===== config.mk =====
export PLATFORM = sky130hd
export DESIGN_NAME = reg_lock_sched_flat
export DESIGN_NICKNAME = d
export VERILOG_FILES = /design/src/rtl/maverickOne_pkg.sv /design/src/rtl/reg_lock_sched_if.sv /design/src/rtl/reg_gnt_ckr.sv /design/src/rtl/reg_lock_sched.sv /design/src/flat_wrapper.sv
export SDC_FILE = /design/constraint.sdc
export NUM_CORES = 1
export LEC_CHECK = 0
export BUFFER_PORTS_ARGS = -buffer_cell sky130_fd_sc_hd__buf_2
export CAP_MARGIN = 30
export CORE_MARGIN = 2
export CORE_UTILIZATION = 55
export DETAILED_ROUTE_END_ITERATION = 6
export HOLD_SLACK_MARGIN = 0.12
export PLACE_DENSITY = 0.82
export SLEW_MARGIN = 25
export SYNTH_ARGS = -nofsm -noshare
export SYNTH_HDL_FRONTEND = slang
export SYNTH_HIERARCHICAL = 1
export SYNTH_SLANG_ARGS = --single-unit

===== constraint.sdc =====
create_clock -name clk_i -period 2.73 [get_ports clk_i]
set_input_delay 0.4095 -clock clk_i [delete_from_list [all_inputs] [get_ports clk_i]]
set_output_delay 0.4095 -clock clk_i [all_outputs]
set_load 0.01 [all_outputs]

===== src/rtl/maverickOne_pkg.sv =====
// Shared core definitions: architectural register count and the lock scheduler state encoding.
package maverickOne_pkg;

  localparam int NUM_REGS = 32;

  typedef enum logic [1:0] {
    RUN     = 2'd0,
    DRAIN   = 2'd1,
    BLOCKED = 2'd2
  } reg_lock_state_e;

endpackage


===== src/rtl/reg_lock_sched_if.sv =====
// Issue / writeback / status bundle between decode and the register lock scheduler.
// stall_cnt_o is present only when REG_LOCK_SCHED_STATS_EN is defined.
interface reg_lock_sched_if #(
  parameter int NR  = maverickOne_pkg::NUM_REGS,
  parameter int NWB = 2
) ();

  localparam int IW = $clog2(NR);

  logic                    issue_valid_i;
  logic                    issue_ready_o;
  logic                    blocking_i;
  logic [IW-1:0]           rd_i;
  logic [NR-1:0]           reg_req_i;
  logic                    mem_op_i;
  logic [NWB-1:0]          wb_valid_i;
  logic [NWB-1:0][IW-1:0]  wb_rd_i;
  logic                    mem_done_i;
  logic                    block_done_i;
  logic [NR-1:0]           locks_o;
  logic                    mem_busy_o;
`ifdef REG_LOCK_SCHED_STATS_EN
  logic [31:0]             stall_cnt_o;
`endif

  modport master (
    output issue_valid_i, blocking_i, rd_i, reg_req_i, mem_op_i,
    output wb_valid_i, wb_rd_i, mem_done_i, block_done_i,
`ifdef REG_LOCK_SCHED_STATS_EN
    input  stall_cnt_o,
`endif
    input  issue_ready_o, locks_o, mem_busy_o
  );

  modport slave (
    input  issue_valid_i, blocking_i, rd_i, reg_req_i, mem_op_i,
    input  wb_valid_i, wb_rd_i, mem_done_i, block_done_i,
`ifdef REG_LOCK_SCHED_STATS_EN
    output stall_cnt_o,
`endif
    output issue_ready_o, locks_o, mem_busy_o
  );

endinterface


===== src/rtl/reg_gnt_ckr.sv =====
// Issue readiness check and lock/memory set requests, evaluated against registered lock state only.
module reg_gnt_ckr
  import maverickOne_pkg::*;
#(
  parameter int NR = NUM_REGS,
  parameter int IW = $clog2(NR)
) (
  input  reg_lock_state_e cur_state,
  input  logic [NR-1:0]   locks,
  input  logic            mem_busy,
  input  logic            enable,
  input  logic            issue_valid,
  input  logic            blocking,
  input  logic [IW-1:0]   rd,
  input  logic [NR-1:0]   reg_req,
  input  logic            mem_op,
  output logic            ready,
  output logic            handshake,
  output logic [NR-1:0]   lock_set,
  output logic            mem_set
);

  logic all_clear_s;
  logic ok_s;

  assign all_clear_s = (locks == {NR{1'b0}}) && !mem_busy;

  // Readiness per state, then handshake-driven set requests
  always_comb begin
    ok_s      = 1'b0;
    ready     = 1'b0;
    handshake = 1'b0;
    lock_set  = {NR{1'b0}};
    mem_set   = 1'b0;
    case (cur_state)
      RUN: begin
        if (blocking) begin
          ok_s = all_clear_s;
        end else begin
          ok_s = ((reg_req & locks) == {NR{1'b0}}) && !(mem_op && mem_busy);
        end
      end
      DRAIN:   ok_s = all_clear_s;
      BLOCKED: ok_s = 1'b0;
      default: ok_s = 1'b0;
    endcase
    ready     = enable && ok_s;
    handshake = issue_valid && ready;
    // Register 0 is hard-wired and never tracked
    if (handshake && !blocking && (cur_state == RUN) && (rd != {IW{1'b0}})) begin
      lock_set[rd] = 1'b1;
    end else begin
      lock_set = {NR{1'b0}};
    end
    mem_set = handshake && mem_op;
  end

endmodule


===== src/rtl/reg_lock_sched.sv =====
// Register lock scheduler: owns lock/memory-busy flops, the RUN/DRAIN/BLOCKED FSM and writeback clears.
// Optional stall counter output enabled by REG_LOCK_SCHED_STATS_EN.
module reg_lock_sched
  import maverickOne_pkg::*;
#(
  parameter int NR  = maverickOne_pkg::NUM_REGS,
  parameter int NWB = 2
) (
  input  logic            clk_i,
  input  logic            arst_ni,
  reg_lock_sched_if.slave bus
);

  localparam int IW = $clog2(NR);

  reg_lock_state_e state_r, state_s;
  logic [NR-1:0]   locks_r, locks_s;
  logic [NR-1:0]   set_mask_s, wb_clr_s;
  logic            mem_busy_r, mem_busy_s;
  logic            ready_s, hs_s, mem_set_s;

  reg_gnt_ckr #(.NR(NR), .IW(IW)) u_gnt_ckr (
    .cur_state   (state_r),
    .locks       (locks_r),
    .mem_busy    (mem_busy_r),
    .enable      (arst_ni),
    .issue_valid (bus.issue_valid_i),
    .blocking    (bus.blocking_i),
    .rd          (bus.rd_i),
    .reg_req     (bus.reg_req_i),
    .mem_op      (bus.mem_op_i),
    .ready       (ready_s),
    .handshake   (hs_s),
    .lock_set    (set_mask_s),
    .mem_set     (mem_set_s)
  );

  // Writeback clear mask; bit 0 is never a valid target
  always_comb begin
    wb_clr_s = {NR{1'b0}};
    for (int k = 0; k < NWB; k++) begin
      wb_clr_s[bus.wb_rd_i[k]] = wb_clr_s[bus.wb_rd_i[k]] | bus.wb_valid_i[k];
    end
    wb_clr_s[0] = 1'b0;
  end

  // Next state, next locks and next memory-busy flag
  always_comb begin
    state_s    = state_r;
    locks_s    = locks_r;
    mem_busy_s = mem_busy_r;
    case (state_r)
      RUN, DRAIN: begin
        // OR-ing the set after the clear makes a same-cycle issue win
        locks_s = (locks_r & ~wb_clr_s) | set_mask_s;
        if (hs_s && (bus.blocking_i || (state_r == DRAIN))) begin
          state_s = BLOCKED;
          locks_s = {NR{1'b1}};
        end else if (bus.issue_valid_i && bus.blocking_i) begin
          state_s = DRAIN;
        end else begin
          state_s = state_r;
        end
      end
      BLOCKED: begin
        if (bus.block_done_i) begin
          state_s = RUN;
          locks_s = {NR{1'b0}};
        end else begin
          state_s = BLOCKED;
          locks_s = locks_r;
        end
      end
      default: begin
        state_s = RUN;
        locks_s = {NR{1'b0}};
      end
    endcase
    if (mem_set_s) begin
      mem_busy_s = 1'b1;
    end else if (bus.mem_done_i) begin
      mem_busy_s = 1'b0;
    end else begin
      mem_busy_s = mem_busy_r;
    end
  end

  // State, lock and busy registers
  always_ff @(posedge clk_i or negedge arst_ni) begin
    if (!arst_ni) begin
      state_r    <= RUN;
      locks_r    <= {NR{1'b0}};
      mem_busy_r <= 1'b0;
    end else begin
      state_r    <= state_s;
      locks_r    <= locks_s;
      mem_busy_r <= mem_busy_s;
    end
  end

  assign bus.issue_ready_o = ready_s;
  assign bus.locks_o       = locks_r;
  assign bus.mem_busy_o    = mem_busy_r;

`ifdef REG_LOCK_SCHED_STATS_EN
  logic [31:0] stall_cnt_r;

  // Saturating count of offered-but-not-accepted cycles
  always_ff @(posedge clk_i or negedge arst_ni) begin
    if (!arst_ni) begin
      stall_cnt_r <= 32'd0;
    end else if (bus.issue_valid_i && !ready_s && (stall_cnt_r != 32'hFFFF_FFFF)) begin
      stall_cnt_r <= stall_cnt_r + 32'd1;
    end else begin
      stall_cnt_r <= stall_cnt_r;
    end
  end

  assign bus.stall_cnt_o = stall_cnt_r;
`endif

endmodule


===== src/flat_wrapper.sv =====
// flat-port wrapper written by rule: the top's interface ports become plain ports
module reg_lock_sched_flat import maverickOne_pkg::*;
#(
  parameter int NR  = maverickOne_pkg::NUM_REGS,
  parameter int NWB = 2
)
  (clk_i, arst_ni, bus_issue_valid_i, bus_blocking_i, bus_rd_i, bus_reg_req_i, bus_mem_op_i, bus_wb_valid_i, bus_wb_rd_i, bus_mem_done_i, bus_block_done_i, bus_issue_ready_o, bus_locks_o, bus_mem_busy_o);
  reg_lock_sched_if #(.NR(NR), .NWB(NWB)) bus_i ();
  input  logic clk_i;
  input  logic arst_ni;
  input wire logic [$bits(bus_i.issue_valid_i)-1:0] bus_issue_valid_i;
  input wire logic [$bits(bus_i.blocking_i)-1:0] bus_blocking_i;
  input wire logic [$bits(bus_i.rd_i)-1:0] bus_rd_i;
  input wire logic [$bits(bus_i.reg_req_i)-1:0] bus_reg_req_i;
  input wire logic [$bits(bus_i.mem_op_i)-1:0] bus_mem_op_i;
  input wire logic [$bits(bus_i.wb_valid_i)-1:0] bus_wb_valid_i;
  input wire logic [$bits(bus_i.wb_rd_i)-1:0] bus_wb_rd_i;
  input wire logic [$bits(bus_i.mem_done_i)-1:0] bus_mem_done_i;
  input wire logic [$bits(bus_i.block_done_i)-1:0] bus_block_done_i;
  output wire logic [$bits(bus_i.issue_ready_o)-1:0] bus_issue_ready_o;
  output wire logic [$bits(bus_i.locks_o)-1:0] bus_locks_o;
  output wire logic [$bits(bus_i.mem_busy_o)-1:0] bus_mem_busy_o;
  assign bus_i.issue_valid_i = bus_issue_valid_i;
  assign bus_i.blocking_i = bus_blocking_i;
  assign bus_i.rd_i = bus_rd_i;
  assign bus_i.reg_req_i = bus_reg_req_i;
  assign bus_i.mem_op_i = bus_mem_op_i;
  assign bus_i.wb_valid_i = bus_wb_valid_i;
  assign bus_i.wb_rd_i = bus_wb_rd_i;
  assign bus_i.mem_done_i = bus_mem_done_i;
  assign bus_i.block_done_i = bus_block_done_i;
  assign bus_issue_ready_o = bus_i.issue_ready_o;
  assign bus_locks_o = bus_i.locks_o;
  assign bus_mem_busy_o = bus_i.mem_busy_o;
  reg_lock_sched #(.NR(NR), .NWB(NWB)) u_core (.clk_i(clk_i), .arst_ni(arst_ni), .bus(bus_i));
endmodule

==> impl_metrics.toml <==
[logic_synthesis]
ys_async_sr_fraction_pct = 100
synth_fa_ha_area_share_pct = 0
synth_area_per_cell_um2 = 7.72
synth_top_family_by_area = "compound AO/OA/AOI/OAI gates"
seq_area_frac_synth_pct = 23.7
syn_inst = 479
synth_edf_count = 0
synth_mux_area_share_pct = 0
synth_ff_type = "dfrtp_1"
yosys_warnings = 6
synthSimpleGateAreaFrac_pct = 24.9
synth.distinct_cells = 61
syn-num-nets = 535
synth_compound_area_share_pct = 41.1
synth-seq-cells = 35
synthXorXnorAreaFrac_pct = 1.15
netlist_area_um2 = 3700

[grt]
antenna_found_initial = 0
grt_pass1_vias = 4491
grt_pass1_wl_um = 22400
grt_usage_pct = 38.9
grt_overflow = 0
grt_max_degree = 40

[clocking]
cts_root_buffer = "clkbuf_8"
cts_hold_buf = 0
clk_path_buf_depth = 2
insertion_delay_ps = 300
cts_tree = "yes"
cts_sinks = 35
post-cts-setup-buffers = 0
htreeDepth = 2
clk_pin_slew_ps = 80
cts_made_buffers = 5

[power_and_ir_drop]
pwr-share-comb_pct = 23.7
p_per_area_nw_per_um2 = 284
p_seq_share_pct = 42.4
p_int_uw = 878
peakVddDrop_v = 0.000167
leakage_nw = 2.04
power_switching_uw = 423
p_clk_share_pct = 33.9
swShare_pct = 32.5

[cells_and_area]
area_growth_pct = 23.9
nets = 625
drive_gt1_share_pct = 30.4
n_antenna_cell = 0
fillCellCount = 528

[floorplanning]
die_y_um = 86.0
pin_count = 90
chipWidth_um = 86.0
rows = 29
start_util_pct = 57.6
fp.dieArea_um2 = 7400
core_um2 = 6420

[timing]
rsz0062_at_grt = "yes"
min_period_ps = 2670
final-max-slew-violation-count = 0
fmax_mhz = 374
skew_ps = 7.23
worst_slack_ps = 56.1
setup_tns_ps = 0
finalHoldViolCount = 0
finalCritPeriodShare_pct = 97.9
relSlewSlack_pct = 43.2
worstMarginPinSlew_ps = 849
finalSetupViolCount = 0

[flow_run]
cap_violations = 0

[route]
postRouteAntennaNets = 0
avgRoutedWirePerCell_um = 22.3
drt-total-wl_um = 14400
num_vias = 4675
avgViaCountPerCell = 7.23
drc_errors = 0
drt_iter0_drc = 561
first_pass_iters = 6

[critical_path]
worstPathMaxFanout = 38
critPathKind = "reg -> reg"
crit_path_start = "u_core/bus.locks_o[0]"
r2r-start = "u_core/bus.locks_o[0]"
cp-end-kind = "register"
crit_arrival_ps = 2860
cp-start-kind = "register"
required_ps = 2920

[placed_design]
place_congestion = 0.958
post-place-ws_ps = -169
hpwl_um = 10100
port-buffer-count = 89

[hold_path]
min_path_type = "in -> async"

[outcome]
outcome = "finished, final reports clean"
==> logic make-up after synthesis <==
group / Yosys count
buffers and inverters: 76
DFF: 35
AOI/OAI and AO/OA: 199
xor gates and xnor gates: 4
and+or+nand+nor: 164
other: 1
==> through the flow <==
stage          cell area (um2)  cells  hold slack, ps  utilization [%]  power, mW
2_1_floorplan             3700    479             114                -      0.725
3_3_place_gp              4350    639             498             67.7      0.844
3_5_place_dp              4350    639             503             67.7      0.852
4_1_cts                   4460    647             187             69.4       1.28
5_1_grt                   4580    647             211             71.3       1.34
6_report                  4580    647             167             71.3       1.30
==> what timing repair did <==
item	in CTS	in global routing
pin swaps	0	1
setup endpoints to repair	20	30
gates resized for setup	3	22
==> layout by cell type (no fill, tap or decap), drive strengths merged, types with 4 or more instances in the layout <==
master / instances
a211oi: 24
a21oi: 17
a22o: 4
a22oi: 12
a2bb2oi: 12
buf: 126
clkbuf: 8
dfrtp: 35
inv: 33
nand2: 12
nand2b: 5
nand3: 5
nand3b: 6
nor2: 56
nor2b: 4
nor3: 6
nor4: 41
o211a: 12
o211ai: 19
o21a: 13
o21ai: 28
o21bai: 12
o221ai: 12
o31ai: 17
or3b: 5
xor2: 4
==> registers in the layout, summed over array words and instances, names as in the netlist <==
register	cells
u_core/bus.locks_o	32
u_core/bus.mem_busy_o	1
u_core/state_r	2
==> per-layer routing <==
layer | up-vias | track usage (%) | wire, um
met5 | - | 0 | 0
met1 | 2153 | 48.8 | 5310
met2 | 394 | 61.2 | 6570
met3 | 80 | 9.05 | 1830
li1 | 2048 | - | -
met4 | 0 | 21.9 | 710
==> layout make-up <==
type / count / area [um2] / share of cell area [%]
well taps: 77 / 96.3 / 2.10
clock buffers: 8 / 100 / 2.18
repair buffers: 126 / 761 / 16.6
multi-input cells: 368 / 2630 / 57.3
inverters: 33 / 124 / 2.70
flip-flops and latches: 35 / 876 / 19.1
==> synthesized netlist by cell type, drive strengths merged (2+ instances only) <==
master | count | area, um2
xor2 | 4 | 42.6
a22o | 4 | 43.8
nand3b | 6 | 45.0
nand4 | 3 | 18.8
o31a | 2 | 17.5
a221oi | 3 | 26.3
or4 | 2 | 18.8
o21ai | 28 | 140
clkbuf | 25 | 95.1
a31oi | 3 | 18.8
dfrtp | 35 | 876
a21oi | 17 | 108
nand3 | 5 | 25.0
o21a | 13 | 97.6
o211ai | 19 | 143
nor2b | 4 | 25.0
a21boi | 2 | 15.0
or3 | 3 | 18.8
nor4bb | 3 | 30.0
nor3b | 2 | 15.0
nand2 | 12 | 45.0
o31ai | 17 | 155
inv | 33 | 124
o311ai | 2 | 17.5
and2 | 2 | 12.5
a211oi | 24 | 185
buf | 18 | 116
nand2b | 5 | 31.3
o221ai | 12 | 105
o211a | 12 | 120
and4b | 3 | 30.0
or3b | 5 | 43.8
nor2 | 56 | 210
or2 | 2 | 12.5
nor3 | 6 | 30.0
nor4 | 41 | 275
a22oi | 12 | 90.1
o21bai | 12 | 90.1
a2bb2oi | 12 | 105
==> path summary, 6_finish.rpt <==
| kind | slack, ps | cells after the start | to |
|---|---|---|---|
| max | 60 | 10 | u_core/bus.locks_o[27] |
| max in group asynchronous | 2220 | 2 | u_core/bus.locks_o[19] |
| max reg2reg | 60 | 10 | u_core/bus.locks_o[27] |
| min reg2reg | 590 | 1 | u_core/bus.mem_busy_o |
| min in group clk_i | 380 | 3 | u_core/bus.mem_busy_o |
| min | 170 | 2 | u_core/bus.mem_busy_o |
==> power groups by stage <==
stage | Clock [mW] | Combinational, mW | Sequential [mW]
after global routing | 0.460 | 0.331 | 0.553
after detailed placement | 0 | 0.291 | 0.561
final | 0.441 | 0.309 | 0.551
after floorplan | 0 | 0.165 | 0.560
after CTS | 0.435 | 0.293 | 0.550
after global placement | 0 | 0.284 | 0.560
==> worst max-delay path: stages (launching register included) <==
cell and delay, ps:
dfrtp_1 480, nor4_1 390, nand4_1 180, nor3_2 280, a31oi_2 110, nor2_2 190
o21a_2 240, buf_12 230, nor2_1 90, o21a_1 120, o31ai_1 250
No activity file was read; power rests on OpenSTA's default activity.
